File: config.mk
export PLATFORM = sky130hd
export DESIGN_NAME = c1_accum_w
export DESIGN_NICKNAME = d
export VERILOG_FILES = /design/src/rtl/c1_accum_w.sv
export SDC_FILE = /design/constraint.sdc
export NUM_CORES = 1
export LEC_CHECK = 0
export CORE_ASPECT_RATIO = 0.5
export CORE_MARGIN = 3
export CORE_UTILIZATION = 45
export DETAILED_ROUTE_END_ITERATION = 10
export GPL_TIMING_DRIVEN = 0
export HOLD_SLACK_MARGIN = 0.05
export PLACE_DENSITY = 0.74
export RECOVER_POWER = 50
export SETUP_SLACK_MARGIN = 0.4
export SYNTH_ARGS = -nofsm -noshare
export SYNTH_HDL_FRONTEND = slang
export SYNTH_SLANG_ARGS = --single-unit
File: constraint.sdc
create_clock -name clk -period 3.5 [get_ports clk]
set_clock_uncertainty 0.2 [all_clocks]
set_input_delay 0.7 -clock clk [delete_from_list [all_inputs] [get_ports clk]]
set_output_delay 0.7 -clock clk [all_outputs]
set_load 0.03 [all_outputs]
File: src/rtl/c1_accum_w.sv
// Sequential ones'-complement accumulator: sums a valid/ready word stream with
// end-around carry and holds the packet result until the consumer takes it.
module c1_accum_w #(
  parameter int unsigned W       = 16,
  parameter int unsigned CNT_W   = 8,
  parameter bit          OUT_INV = 1'b0
) (
  input  logic             clk,
  input  logic             rst_b,
  input  logic             in_valid,
  output logic             in_ready,
  input  logic [W-1:0]     in_data,
  input  logic             in_sub,
  input  logic             in_last,
  output logic             out_valid,
  input  logic             out_ready,
  output logic [W-1:0]     out_sum,
  output logic [CNT_W-1:0] out_cnt,
  output logic             out_ovf,
  output logic             out_negz
);

  typedef enum logic {ST_ACC = 1'b0, ST_HOLD = 1'b1} state_e;

  localparam logic [W-1:0]     ALL_ONES = '1;
  localparam logic [CNT_W-1:0] CNT_MAX  = '1;

  state_e             state_q, state_d;
  logic [W-1:0]       acc_q, acc_d;
  logic [CNT_W-1:0]   cnt_q, cnt_d;
  logic               ovf_q, ovf_d;

  logic               in_ready_q, out_valid_q, out_ovf_q, out_negz_q;
  logic [W-1:0]       out_sum_q;
  logic [CNT_W-1:0]   out_cnt_q;

  logic [W-1:0]       op;
  logic [W:0]         sum_ext;
  logic [W-1:0]       acc_add;
  logic               ovf_add;

  // One C1 add step; the carry fold-back can never carry out again.
  always_comb begin
    op      = in_sub ? ~in_data : in_data;
    sum_ext = {1'b0, acc_q} + {1'b0, op};
    acc_add = sum_ext[W-1:0] + W'(sum_ext[W]);
    ovf_add = (acc_q[W-1] == op[W-1]) && (acc_add[W-1] != op[W-1]);
  end

  // Next state; output registers load the view of the next acc/cnt/ovf.
  always_comb begin
    state_d = state_q;
    acc_d   = acc_q;
    cnt_d   = cnt_q;
    ovf_d   = ovf_q;
    unique case (state_q)
      ST_ACC: begin
        if (in_valid) begin
          acc_d = acc_add;
          cnt_d = (cnt_q == CNT_MAX) ? cnt_q : cnt_q + CNT_W'(1);
          ovf_d = ovf_q | ovf_add;
          if (in_last) state_d = ST_HOLD;
        end
      end
      ST_HOLD: begin
        if (out_ready) begin
          state_d = ST_ACC;
          acc_d   = '0;
          cnt_d   = '0;
          ovf_d   = 1'b0;
        end
      end
      default: state_d = ST_ACC;
    endcase
  end

  always_ff @(posedge clk or negedge rst_b) begin
    if (!rst_b) begin
      state_q     <= ST_ACC;
      acc_q       <= '0;
      cnt_q       <= '0;
      ovf_q       <= 1'b0;
      in_ready_q  <= 1'b1;
      out_valid_q <= 1'b0;
      out_sum_q   <= OUT_INV ? ALL_ONES : '0;
      out_cnt_q   <= '0;
      out_ovf_q   <= 1'b0;
      out_negz_q  <= 1'b0;
    end else begin
      state_q     <= state_d;
      acc_q       <= acc_d;
      cnt_q       <= cnt_d;
      ovf_q       <= ovf_d;
      in_ready_q  <= (state_d == ST_ACC);
      out_valid_q <= (state_d == ST_HOLD);
      out_sum_q   <= OUT_INV ? ~acc_d : acc_d;
      out_cnt_q   <= cnt_d;
      out_ovf_q   <= ovf_d;
      out_negz_q  <= (acc_d == ALL_ONES);
    end
  end

  assign in_ready  = in_ready_q;
  assign out_valid = out_valid_q;
  assign out_sum   = out_sum_q;
  assign out_cnt   = out_cnt_q;
  assign out_ovf   = out_ovf_q;
  assign out_negz  = out_negz_q;

endmodule

==> summary.md <==
| Metric | Value |
|---|---|
| Status | `complete, but fails checks` |
| Failing checks | `max-capacitance violations, max-slew violations, negative setup slack` |
| Drc violations | `0` |
| Core ar. | `0.00518 mm2` |
| I/O pin count | `50` |
| WS Path Type | `input port to register` |
| Vias in the first global route | `between 2k and 2.5k` |
| Final hold violations | `0` |
| ANT cells | `0` |
| Starting density of the core | `49.2%` |
| Max-slew headroom | `-0.422%` |
| TritonCTS Buffers | `3` |
| Die Area | `roughly 0.0067 mm2` |
| DP HPWL | `5.00 mm` |
| Iter 0 DRT Violations | `227` |
| Clock Sink Count | `28` |
| Net count, final | `426` |
| Area growth, synth to finish | `48.6%` |
| Max layer used | `met4` |
| CTS root buffer | `clkbuf_16` |
| Hold bufs inserted after CTS | `0` |
| Post-synthesis cell type count | `54` |
| Post-synthesis sequential area ratio | `27.5%` |
| Achievable frequency | `215 MHz` |
| Largest family of logic cells by synthesized area | `simple AND/OR/NAND/NOR gates` |
| Syn avg cell area | `8.88 um2` |
| CTS tree | `yes` |
| RSZ-0062 raised after global routing | `true` |
| CP Capture Type | `register` |
| LEAKAGE | `around 0.0017 uW` |
| Hold Path Depth | `2` |
| Worst r2r dst | `out_negz` |
| Worst setup path start | `in_sub` |
| Total Power | `about 3500 uW` |
| Die Y | `around 60 um` |
| Max Cap Viol | `1` |
| Finished Layout Cells | `450` |
| Vias after detailed routing | `2,517` |
| Post-synthesis mux area share | `0.393%` |
| Mapped Area | `0.00255 mm2` |
| Max Buffers Root-to-Sink | `2` |
| WL met2 | `3.57 mm` |
| Max Slew Vio Count | `28` |
| Final wirelength | `7.52 mm` |
| Initial antenna violation count | `0` |
| Prevailing post-synth register cell | `dfrtp_1` |
| Antenna viol nets, final | `0` |
| Post-Synth Simple-Gate Area | `22.7%` |
| YS warnings | `0` |
| FF-to-FF Start | `out_sum[8]` |
| Drt via density | `5.59` |
| Max FO, Critical Path | `4` |
| Clock slew at reported path FFs | `0.07 ns` |
| Compound-Gate Fraction of Synth Area | `between 10% and 20%` |
| Largest stage delay on the critical path | `around 0.38 ns` |
| Final setup viols | `17` |
| Routed wire per std cell | `16.7 um` |
| Worst Tran Pin Value | `1.51 ns` |
| # H-tree levels | `1` |
| Yosys top cell by area | `dfrtp_1` |
| WL met1 | `3.54 mm` |
| Synth Area in Adders | `11.6%` |
| Reg2Reg Setup Slack | `-0.70 ns` |
| Final Util | `approximately three quarters` |
| Inst Count DP | `405` |
| CP most frequent cell | `ha_4` |
| Worst EP required | `approximately 3.5 ns` |
| Critical Path AT | `4.62 ns` |
| XOR/XNOR share of the synthesized area | `between 15 and 20%` |
| Synth area leaders | `dfrtp_1, ha_1, xor2_1, xnor2_1, nand2_1` |
| Layout cells sized above 1 | `25.0%` |
| HP Class | `register to register` |
| Worst VDD drop | `between 0.0004 and 0.0005 V` |
| Hold Path Sink | `out_ovf` |
| Buffers added on ports | `48` |
| First-pass GRT wire length | `12.2 mm` |
| Final period util | `133%` |
| Synth top cells by count | `nand2_1, xor2_1, dfrtp_1, ha_1, nor2_1` |
| PwrDens | `between 900 and 1000 mW/mm2` |
| Post-Synthesis Cells | `287` |
| Async SR Flop Fraction | `100%` |
| GRT overflow | `0` |
| CP max-delay cell | `nor4b_4` |
| Post-Syn Nets | `332` |
| Worst Min Path Start | `out_ovf` |
| Largest net degree at the start of global routing | `29` |
| Final WS setup | `-1.15 ns` |
| Num rows | `18` |
| Synth top area share | `26.5%` |
| Top-count cell post-synth | `nand2_1` |
| Post-synth EDFFs | `0` |
| Total track usage | `about 23%` |
| Worst R2R Path Depth | `20` |
| Type of origin of the critical path | `input port` |
| Placer Congestion | `0.891` |
| Clock latency on the worst-skew pair | `between 0.2 and 0.3 ns` |
| Clock period minus worst slack | `4.65 ns` |
| Setup WS pre-CTS | `-1.66 ns` |
| Die span in x | `112 um` |
| CP cell instances | `clkbuf_16 > buf_12 > xor2_1 > ha_2 > inv_2 > fa_2 > nand3b_4 > a21oi_4 > o2111ai_2 > nand3b_1 > a21oi_2 > nor2_1 > o21ai_1 > nand2b_1 > ha_4 > ha_4 > nand4_4 > nor4b_4 > buf_4 > nand4_1 > nor2_2 > xnor2_2 > a31oi_1 > nor4bb_1` |
| DRT Pass-1 Iters | `4` |
| DR WL met3 | `between 300 and 400 um` |
| Flip-flop and latch count after synthesis | `28` |
| Hold WS | `0.320 ns` |
registers in the layout, summed over array words and instances, names as in the netlist:
name / cells
out_sum: 16
out_cnt: 8
in_ready: 1
out_negz: 1
out_ovf: 1
out_valid: 1
layer usage:
layer	track usage [%]	vias to the layer above
met2	38.0	67
met4	2.05	0
met5	0	-
li1	-	1216
met3	3.98	4
met1	32.7	1230
worst max path at each step:
stage,end,cells after the start
floorplan,out_negz,23
global placement,out_negz,22
detailed placement,out_negz,22
CTS,out_negz,23
global route,out_negz,24
finish,out_negz,24
critical path: cells and delay by family:
| family | cells | cell delay (ns) |
|---|---|---|
| buffers and inverters | 4 | 0.47 |
| AOI/OAI and AO/OA | 5 | 0.61 |
| xor gates and xnor gates | 2 | 0.29 |
| adders and majority gates | 4 | 0.89 |
| and+or+nand+nor | 9 | 1.67 |
kinds of logic (layout without fill, tap and decap cells):
logic type               count (synthesis)  after routing
flip-flops                              28             28
buffers and inverters                   19            112
AO/OA/AOI/OAI                           63             63
AND/OR/NAND/NOR                        107            107
multiplexers                             1              1
adder cells (fa/ha/maj)                 23             23
XOR/XNOR                                46             46
power breakdown:
group / total, uW / internal (uW) / switching [uW]
Combinational: 2660 / 1170 / 1490
Clock: 264 / 156 / 108
Sequential: 558 / 437 / 122
Total: 3480 / 1760 / 1720
repair_timing:
action / in CTS / in global routing
resized for setup: 36 / 19
buffers inserted: 30 / 11
setup endpoints to repair: 21 / 22
gates cloned: 0 / 0
pin swaps: 43 / 24
placed cells by master, fill, tap and decap left out, drive strengths merged, types with 2 or more instances in the layout:
| cell type | count |
|---|---|
| o21ai | 18 |
| buf | 44 |
| nor2b | 3 |
| and3 | 2 |
| o211ai | 2 |
| xor2 | 29 |
| nor2 | 20 |
| and2 | 7 |
| nor4 | 3 |
| dlygate4sd2 | 8 |
| or3 | 4 |
| a21oi | 14 |
| nand4 | 8 |
| o2111ai | 2 |
| o21a | 2 |
| nor3 | 10 |
| dfrtp | 27 |
| nand3b | 2 |
| a31oi | 2 |
| clkdlybuf4s50 | 34 |
| a21o | 5 |
| xnor2 | 16 |
| ha | 22 |
| a22o | 8 |
| dlygate4sd3 | 5 |
| nand2 | 30 |
| inv | 11 |
| nand3 | 11 |
| clkbuf | 10 |
| a311oi | 2 |
metrics by stage:
step,area [um2],setup TNS [ns]
finish,3790,-9.46
global route,3790,-12.55
CTS,3640,-7.43
detailed placement,3200,-18.16
global placement,3200,-17.29
floorplan,2640,-6.54
cell type report:
| type | count | area [um2] |
|---|---|---|
| buffer | 8 | 85.1 |
| clock buffer | 4 | 78.8 |
| fill | 366 | 1390 |
| inverter | 11 | 41.3 |
| multi-input combinational | 240 | 2000 |
| sequential | 28 | 702 |
| tap | 70 | 87.6 |
| timing repair buffer | 89 | 791 |
Power figures use the tool's default switching activity.
